### src/rtl/rv32i_ctrl_defs.sv
// Shared encodings for the RV32I multi-cycle sequencer: opcodes, states and
// the coarse opcode classes used to choose the execute path.
package rv32i_ctrl_defs;

   localparam logic [6:0] OP_LUI      = 7'b0110111;
   localparam logic [6:0] OP_AUIPC    = 7'b0010111;
   localparam logic [6:0] OP_JAL      = 7'b1101111;
   localparam logic [6:0] OP_JALR     = 7'b1100111;
   localparam logic [6:0] OP_BRANCH   = 7'b1100011;
   localparam logic [6:0] OP_LOAD     = 7'b0000011;
   localparam logic [6:0] OP_STORE    = 7'b0100011;
   localparam logic [6:0] OP_OP_IMM   = 7'b0010011;
   localparam logic [6:0] OP_OP       = 7'b0110011;
   localparam logic [6:0] OP_MISC_MEM = 7'b0001111;
   localparam logic [6:0] OP_SYSTEM   = 7'b1110011;

   typedef enum logic [2:0] {
      ST_FETCH   = 3'd0,
      ST_DECODE  = 3'd1,
      ST_EXECUTE = 3'd2,
      ST_MEM     = 3'd3,
      ST_WB      = 3'd4,
      ST_HALT    = 3'd5,
      ST_TRAP    = 3'd6
   } state_e;

   typedef enum logic [1:0] {
      CAT_ALU_WB,
      CAT_PC_ONLY,
      CAT_MEMOP,
      CAT_SYS
   } op_cat_e;

   typedef struct packed {
      logic    legal;
      op_cat_e cat;
   } op_class_t;

   function automatic op_class_t classify(input logic [6:0] opc);
      op_class_t c;
      c.legal = 1'b1;
      c.cat   = CAT_SYS;
      case (opc)
         OP_LUI, OP_AUIPC, OP_JAL, OP_JALR, OP_OP_IMM, OP_OP: c.cat = CAT_ALU_WB;
         OP_BRANCH, OP_MISC_MEM:                              c.cat = CAT_PC_ONLY;
         OP_LOAD, OP_STORE:                                   c.cat = CAT_MEMOP;
         OP_SYSTEM:                                           c.cat = CAT_SYS;
         default:                                             c.legal = 1'b0;
      endcase
      return c;
   endfunction

endpackage

### src/rtl/mem_wait_timer.sv
// Memory stall timer: counts stalled access cycles down from MAX_WAIT-1 and
// flags the last allowed stall cycle.
module mem_wait_timer #(
   parameter int MAX_WAIT = 16
) (
   input  logic CLK,
   input  logic RST,
   input  logic clr,
   input  logic tick,
   output logic expired
);

   localparam int W = $clog2(MAX_WAIT);
   localparam logic [W-1:0] LOAD_VAL = W'(MAX_WAIT - 1);

   logic [W-1:0] cnt_q;

   // Holds at zero once expired; the sequencer leaves the access state then.
   always_ff @(posedge CLK) begin
      if (RST || clr)
         cnt_q <= LOAD_VAL;
      else if (tick && (cnt_q != '0))
         cnt_q <= cnt_q - W'(1);
   end

   assign expired = (cnt_q == '0);

endmodule

### src/rtl/insn_sequencer.sv
// Multi-cycle RV32I control sequencer: FETCH/DECODE/EXECUTE/MEM/WB with
// write strobes, memory handshake, halt/trap handling and a retire counter.
//
//   state   | meaning
//   FETCH   | instruction read at PC, IR loads on mem_ready
//   DECODE  | opcode legality check
//   EXECUTE | ALU/branch retire, or dispatch to MEM / HALT
//   MEM     | data access at ALU result, store retires on mem_ready
//   WB      | load result written back, retire
//   HALT    | stopped by debug request or SYSTEM, exits only on RST
//   TRAP    | illegal opcode or bus timeout, exits only on RST
module insn_sequencer
   import rv32i_ctrl_defs::*;
#(
   parameter int MAX_WAIT = 16,
   parameter int CNT_W    = 32
) (
   input  logic             CLK,
   input  logic             RST,
   input  logic [6:0]       opcode,
   input  logic             mem_ready,
   input  logic             halt_req,
   output logic             ir_we,
   output logic             pc_we,
   output logic             rd_we,
   output logic             mem_req,
   output logic             mem_we,
   output logic             addr_sel,
   output logic [2:0]       state,
   output logic             illegal,
   output logic             bus_err,
   output logic [CNT_W-1:0] insn_count
);

   state_e     state_q, state_next;
   op_class_t  cls;
   logic       is_store;
   logic       wait_tick, wait_clr, wait_expired;
   logic       set_illegal, set_bus_err;
   logic       ir_we_c, pc_we_c, rd_we_c, mem_req_c, mem_we_c, addr_sel_c;
   logic       illegal_q, bus_err_q;
   logic [CNT_W-1:0] count_q;

   assign cls      = classify(opcode);
   assign is_store = (opcode == OP_STORE);

   always_comb begin
      state_next  = state_q;
      ir_we_c     = 1'b0;
      pc_we_c     = 1'b0;
      rd_we_c     = 1'b0;
      mem_req_c   = 1'b0;
      mem_we_c    = 1'b0;
      addr_sel_c  = 1'b0;
      wait_tick   = 1'b0;
      set_illegal = 1'b0;
      set_bus_err = 1'b0;
      case (state_q)
         ST_FETCH: begin
            mem_req_c = 1'b1;
            if (mem_ready) begin
               ir_we_c    = 1'b1;
               state_next = ST_DECODE;
            end else begin
               wait_tick = 1'b1;
               if (wait_expired) begin
                  state_next  = ST_TRAP;
                  set_bus_err = 1'b1;
               end
            end
         end
         ST_DECODE: begin
            if (!cls.legal) begin
               state_next  = ST_TRAP;
               set_illegal = 1'b1;
            end else begin
               state_next = ST_EXECUTE;
            end
         end
         ST_EXECUTE: begin
            case (cls.cat)
               CAT_ALU_WB: begin
                  rd_we_c = 1'b1;
                  pc_we_c = 1'b1;
               end
               CAT_PC_ONLY: pc_we_c    = 1'b1;
               CAT_MEMOP:   state_next = ST_MEM;
               default:     state_next = ST_HALT;
            endcase
         end
         ST_MEM: begin
            mem_req_c  = 1'b1;
            addr_sel_c = 1'b1;
            mem_we_c   = is_store;
            if (mem_ready) begin
               if (is_store)
                  pc_we_c = 1'b1;
               else
                  state_next = ST_WB;
            end else begin
               wait_tick = 1'b1;
               if (wait_expired) begin
                  state_next  = ST_TRAP;
                  set_bus_err = 1'b1;
               end
            end
         end
         ST_WB: begin
            rd_we_c = 1'b1;
            pc_we_c = 1'b1;
         end
         ST_HALT, ST_TRAP: ;
         default: state_next = ST_TRAP;
      endcase
      // Every retire returns to FETCH unless a debug halt is pending.
      if (pc_we_c)
         state_next = halt_req ? ST_HALT : ST_FETCH;
   end

   assign wait_clr = (state_next != state_q);

   mem_wait_timer #(.MAX_WAIT(MAX_WAIT)) u_wait_timer (
      .CLK     (CLK),
      .RST     (RST),
      .clr     (wait_clr),
      .tick    (wait_tick),
      .expired (wait_expired)
   );

   always_ff @(posedge CLK) begin
      if (RST) begin
         state_q   <= ST_FETCH;
         count_q   <= '0;
         illegal_q <= 1'b0;
         bus_err_q <= 1'b0;
      end else begin
         state_q <= state_next;
         if (pc_we_c)
            count_q <= count_q + CNT_W'(1);
         if (set_illegal)
            illegal_q <= 1'b1;
         if (set_bus_err)
            bus_err_q <= 1'b1;
      end
   end

   // Reset masks the strobes so an access in flight leaves no side effects.
   assign ir_we      = ir_we_c    & ~RST;
   assign pc_we      = pc_we_c    & ~RST;
   assign rd_we      = rd_we_c    & ~RST;
   assign mem_req    = mem_req_c  & ~RST;
   assign mem_we     = mem_we_c   & ~RST;
   assign addr_sel   = addr_sel_c & ~RST;
   assign state      = state_q;
   assign illegal    = illegal_q;
   assign bus_err    = bus_err_q;
   assign insn_count = count_q;

endmodule

### config.mk
export PLATFORM = sky130hd
export DESIGN_NAME = insn_sequencer
export DESIGN_NICKNAME = d
export VERILOG_FILES = /design/src/rtl/rv32i_ctrl_defs.sv /design/src/rtl/mem_wait_timer.sv /design/src/rtl/insn_sequencer.sv
export SDC_FILE = /design/constraint.sdc
export NUM_CORES = 1
export LEC_CHECK = 0
export ABC_CLOCK_PERIOD_IN_PS = 2000
export CORE_ASPECT_RATIO = 0.7
export CORE_MARGIN = 4
export CORE_UTILIZATION = 45
export DETAILED_ROUTE_END_ITERATION = 6
export HOLD_SLACK_MARGIN = 0.15
export PLACE_DENSITY_LB_ADDON = 0.05
export SYNTH_ARGS = -nofsm -noshare
export SYNTH_HDL_FRONTEND = slang
export SYNTH_HIERARCHICAL = 1
export SYNTH_SLANG_ARGS = --single-unit
### constraint.sdc
create_clock -name CLK -period 2 [get_ports CLK]
set_input_delay 0.3 -clock CLK [delete_from_list [all_inputs] [get_ports CLK]]
set_output_delay 0.3 -clock CLK [all_outputs]
set_load 0.02 [all_outputs]
==> impl_metrics.prom <==
# TYPE chip_impl_metric gauge
chip_impl_metric{name="dr_wl_met2",unit="mm"} 2.91
chip_impl_metric{name="share_of_post_route_cells_with_drive_strength_above_1",unit="%"} 30.3
chip_impl_info{name="path_class",value="reg2reg"} 1
chip_impl_metric{name="cts_buffer_depth",unit=""} 2
chip_impl_info{name="source_of_the_critical_timing_path",value="u_wait_timer/cnt_q[1]$_SDFFE_PP1P_"} 1
chip_impl_metric{name="grt_pass1_wl",unit="mm"} 10.9
chip_impl_info{name="synthDominantAreaCellType",value="sky130_fd_sc_hd__dfxtp_1"} 1
chip_impl_metric{name="fin_crit_sh",unit="%"} 106
chip_impl_metric{name="arrival",unit="ns"} 2.29
chip_impl_info{name="endpoint_of_the_most_critical_setup_path",value="u_wait_timer/cnt_q[3]$_SDFFE_PP1P_"} 1
chip_impl_metric{name="numPortBuffers",unit=""} 53
chip_impl_metric{name="synth.ff_latch_count",unit=""} 41
chip_impl_metric{name="ys.warnings.count",unit=""} 6
chip_impl_metric{name="start_util",unit="%"} 47.4
chip_impl_metric{name="total_internal_power",unit="mW"} 1.86
chip_impl_metric{name="globalRouteTotalUtil",unit="%"} 21.7
chip_impl_metric{name="whs",unit="ns"} 0.475
chip_impl_metric{name="die_height",unit="um"} 67.8
chip_impl_metric{name="power.share.sequential",unit="%"} 32.5
chip_impl_metric{name="sw_frac_of_total",unit="%"} 34.7
chip_impl_metric{name="final_max_slew_viol_count",unit=""} 0
chip_impl_metric{name="timing.setup.tns",unit="ns"} -0.376
chip_impl_metric{name="drc_errors",unit=""} 0
chip_impl_metric{name="timing_hold_violations_final",unit=""} 0
chip_impl_metric{name="fillCellCount",unit=""} 389
chip_impl_info{name="layout_common_cells",value="58 x sky130_fd_sc_hd__buf_4, 40 x sky130_fd_sc_hd__clkdlybuf4s50_1, 32 x sky130_fd_sc_hd__dfxtp_1, 23 x sky130_fd_sc_hd__o21ai_0, 22 x sky130_fd_sc_hd__nand2_1"} 1
chip_impl_metric{name="cts.hold.buffers_added",unit=""} 0
chip_impl_metric{name="seq_area",unit="sq um"} 832
chip_impl_metric{name="finalWeightedCongestion",unit=""} 0.890
chip_impl_metric{name="iteration_0_drc_count_of_the_detailed_router",unit=""} 114
chip_impl_metric{name="antennaDiodeCount",unit=""} 0
chip_impl_metric{name="period_needed",unit="ns"} 2.12
chip_impl_metric{name="detail-route-antenna-nets",unit=""} 0
chip_impl_metric{name="cts.sinks",unit=""} 41
chip_impl_metric{name="placeableCoreArea",unit="sq um"} 4860
chip_impl_metric{name="post-dp-hpwl",unit="mm"} 4.70
chip_impl_metric{name="netlist_instances",unit=""} 282
chip_impl_info{name="top_routing_layer_in_use",value="met4"} 1
chip_impl_info{name="reg2reg_to",value="u_wait_timer/cnt_q[3]$_SDFFE_PP1P_"} 1
chip_impl_metric{name="slew_headroom",unit="%"} 75.3
chip_impl_metric{name="clock.fmax",unit="MHz"} 473
chip_impl_info{name="netlist_top_cells_area",value="sky130_fd_sc_hd__dfxtp_1 36%, sky130_fd_sc_hd__o21ai_0 5.2%, sky130_fd_sc_hd__a21oi_1 4.8%"} 1
chip_impl_metric{name="pin_count",unit=""} 54
chip_impl_metric{name="syn_area",unit="sq um"} 2300
chip_impl_metric{name="floorplan.die_area",unit="sq um"} 6340
chip_impl_metric{name="synth_fp_nets",unit=""} 295
chip_impl_info{name="cts_tree",value="yes"} 1
chip_impl_metric{name="cts_made_buffers",unit=""} 5
chip_impl_metric{name="grt_start_max_net_pins",unit=""} 24
chip_impl_metric{name="total_leakage_power",unit="nW"} 1.40
chip_impl_metric{name="worst_ep_required_time",unit="ns"} 2.18
chip_impl_metric{name="share_clk_of_total_power",unit="%"} 24.3
chip_impl_metric{name="synthDominantCellAreaShare",unit="%"} 35.7
chip_impl_info{name="unrepaired_setup_endpoints_after_global_routing",value="true"} 1
chip_impl_metric{name="route.vias.total",unit=""} 2496
chip_impl_info{name="regToRegStartpoint",value="u_wait_timer/cnt_q[1]$_SDFFE_PP1P_"} 1
chip_impl_metric{name="ff2ff_setup_slack",unit="ns"} -0.12
chip_impl_metric{name="synth_edf_count",unit=""} 0
chip_impl_metric{name="netSwitchingPower",unit="uW"} 987
chip_impl_metric{name="via_count_of_the_first_global_routing_pass",unit=""} 2296
chip_impl_metric{name="setup_viol_count_final",unit=""} 4
chip_impl_metric{name="peakVddDrop",unit="mV"} 0.504
chip_impl_info{name="root_buffer",value="sky130_fd_sc_hd__clkbuf_8"} 1
chip_impl_metric{name="worstPathMaxFanout",unit=""} 4
chip_impl_metric{name="std_cell_rows",unit=""} 21
chip_impl_metric{name="area_growth",unit="%"} 56.7
chip_impl_metric{name="clk-insertion-delay-late",unit="ns"} 0.30
chip_impl_metric{name="timing.reg2reg.worst_path_depth",unit=""} 11
chip_impl_metric{name="globalRoute.totalOverflow",unit=""} 0
chip_impl_metric{name="htree_num_levels",unit=""} 2
chip_impl_metric{name="initial_antenna_violation_count",unit=""} 0
chip_impl_metric{name="net_count_final",unit=""} 408
chip_impl_metric{name="power_per_cell_area",unit="nW/um^2"} 788
chip_impl_metric{name="synth_cell_types",unit=""} 53
chip_impl_info{name="failed_checks",value="negative setup slack"} 1
chip_impl_info{name="synthFlopType",value="sky130_fd_sc_hd__dfxtp_1"} 1
chip_impl_metric{name="max-cap-violations",unit=""} 0
chip_impl_info{name="start_kind",value="flip-flop"} 1
chip_impl_info{name="mostFrequentLayoutCell",value="sky130_fd_sc_hd__buf_4"} 1
chip_impl_metric{name="avgViaCountPerCell",unit=""} 5.37
chip_impl_metric{name="pwr-share-comb",unit="%"} 43.2
chip_impl_metric{name="async_reset_ff_share",unit="%"} 0
chip_impl_metric{name="final.setup.worst_slack",unit="ns"} -0.115
chip_impl_metric{name="floorplan.die.width",unit="um"} 93.5
chip_impl_metric{name="clkSlewWorstSetupHoldPaths",unit="ns"} 0.08
chip_impl_metric{name="wl_per_cell",unit="um"} 14.3
chip_impl_metric{name="skew",unit="ns"} 0.00286
chip_impl_metric{name="firstDrtPassIters",unit=""} 4
chip_impl_metric{name="ys_seq_area_share",unit="%"} 35.7
chip_impl_metric{name="drt-total-wl",unit="mm"} 6.64
chip_impl_info{name="critical_path.endpoint_type",value="flip-flop"} 1
chip_impl_info{name="min-delay-path-class",value="reg2reg"} 1
chip_impl_info{name="status",value="finished, violations left"} 1
chip_impl_metric{name="synthesis.area_per_instance",unit="sq um"} 8.16
chip_impl_metric{name="wl_met3",unit="um"} 284
chip_impl_metric{name="m1WireLength",unit="mm"} 3.41
chip_impl_metric{name="multi_input_comb_area",unit="sq um"} 1530
chip_impl_metric{name="timing_worst_slew_pin_value",unit="ns"} 0.368
==> cell type report <==
class / count / area share, %
repair buffers: 118 / 28.1
well taps: 69 / 2.39
flip-flops and latches: 41 / 23.1
clock inverters: 1 / 0.832
multi-input cells: 221 / 42.3
clock buffers: 7 / 2.39
inverters: 8 / 0.902
==> state kept, by name, summed over array words and instances, names as in the netlist <==
| signal | flops |
|---|---|
| illegal | 1 |
| state | 3 |
| insn_count | 32 |
| bus_err | 1 |
| u_wait_timer/cnt_q | 4 |
==> per-layer routing <==
| metal | GRT usage [%] | up-vias |
|---|---|---|
| met1 | 31.5 | 1165 |
| li1 | - | 1268 |
| met2 | 33.2 | 56 |
| met5 | 0 | - |
| met4 | 4.75 | 0 |
| met3 | 4.51 | 7 |
==> repair_timing <==
| item | in CTS | in global routing |
|---|---|---|
| resized for setup | 45 | 14 |
| gates cloned | 1 | 0 |
| buffers inserted | 12 | 1 |
| endpoints found under the setup margin | 39 | 26 |
| pin swaps | 13 | 13 |
==> cells by family after synthesis <==
family | after synthesis | share of synthesized area (%)
buf+inv | 21 | 4.18
compound gates | 79 | 22.6
simple gates | 125 | 31.1
xor+xnor | 14 | 5.33
flops | 41 | 35.7
fa+ha+maj | 2 | 1.09
==> power groups by stage <==
stage / clock network, mW / logic, mW / registers, mW
CTS: 0.700 / 1.19 / 0.916
detailed placement: 0 / 1.10 / 0.932
global placement: 0 / 1.08 / 0.928
global route: 0.750 / 1.34 / 0.930
floorplan: 0 / 0.564 / 0.993
finish: 0.691 / 1.23 / 0.923
==> per-stage QoR <==
| step | instances | utilization, % | instance area [sq um] | total power, mW | setup WS (ns) |
|---|---|---|---|---|---|
| floorplan | 282 | - | 2340 | 1.56 | -0.0315 |
| global placement | 443 | 67.6 | 3280 | 2.01 | -0.613 |
| detailed placement | 443 | 67.6 | 3280 | 2.03 | -0.655 |
| CTS | 464 | 73.3 | 3560 | 2.80 | -0.111 |
| global route | 465 | 74.2 | 3610 | 3.02 | -0.259 |
| finish | 465 | 74.2 | 3610 | 2.84 | -0.115 |
==> worst max-delay path, cell delays in order (launching register included) <==
cell and delay (ns):
sky130_fd_sc_hd__dfxtp_2 0.33, sky130_fd_sc_hd__inv_2 0.06, sky130_fd_sc_hd__ha_4 0.12, sky130_fd_sc_hd__or3b_4 0.39
sky130_fd_sc_hd__inv_4 0.07, sky130_fd_sc_hd__nor4b_4 0.04, sky130_fd_sc_hd__a211oi_2 0.20, sky130_fd_sc_hd__and4b_1 0.24
sky130_fd_sc_hd__a21oi_2 0.04, sky130_fd_sc_hd__a211o_1 0.26, sky130_fd_sc_hd__nor2_4 0.14, sky130_fd_sc_hd__o211ai_1 0.10
==> synth_stat cells (3+ instances only) <==
cell type,n
sky130_fd_sc_hd__nand2b_1,3
sky130_fd_sc_hd__xor2_1,11
sky130_fd_sc_hd__nand2_1,22
sky130_fd_sc_hd__o2111ai_1,6
sky130_fd_sc_hd__or4_1,5
sky130_fd_sc_hd__o211ai_1,6
sky130_fd_sc_hd__a21o_1,3
sky130_fd_sc_hd__inv_1,8
sky130_fd_sc_hd__a21oi_1,22
sky130_fd_sc_hd__or3_1,13
sky130_fd_sc_hd__nor3_1,8
sky130_fd_sc_hd__nand3_1,10
sky130_fd_sc_hd__clkbuf_1,9
sky130_fd_sc_hd__dfxtp_1,41
sky130_fd_sc_hd__and3_1,6
sky130_fd_sc_hd__nor4b_1,4
sky130_fd_sc_hd__xnor2_1,3
sky130_fd_sc_hd__nor2_1,24
sky130_fd_sc_hd__o21ai_0,24
sky130_fd_sc_hd__nand4_1,5
sky130_fd_sc_hd__nor2b_1,9
==> how the worst min path moves through the flow <==
stage	end	from	slack (ns)	depth (start not counted)
global route	illegal$_SDFFE_PP0P_	illegal$_SDFFE_PP0P_	0.50	2
floorplan	u_wait_timer/cnt_q[2]$_SDFFE_PP1P_	RST	0.41	2
finish	bus_err$_SDFFE_PP0P_	bus_err$_SDFFE_PP0P_	0.47	2
detailed placement	bus_err$_SDFFE_PP0P_	bus_err$_SDFFE_PP0P_	0.46	2
CTS	bus_err$_SDFFE_PP0P_	bus_err$_SDFFE_PP0P_	0.48	2
global placement	illegal$_SDFFE_PP0P_	illegal$_SDFFE_PP0P_	0.45	2
Power figures use the tool's default switching activity.
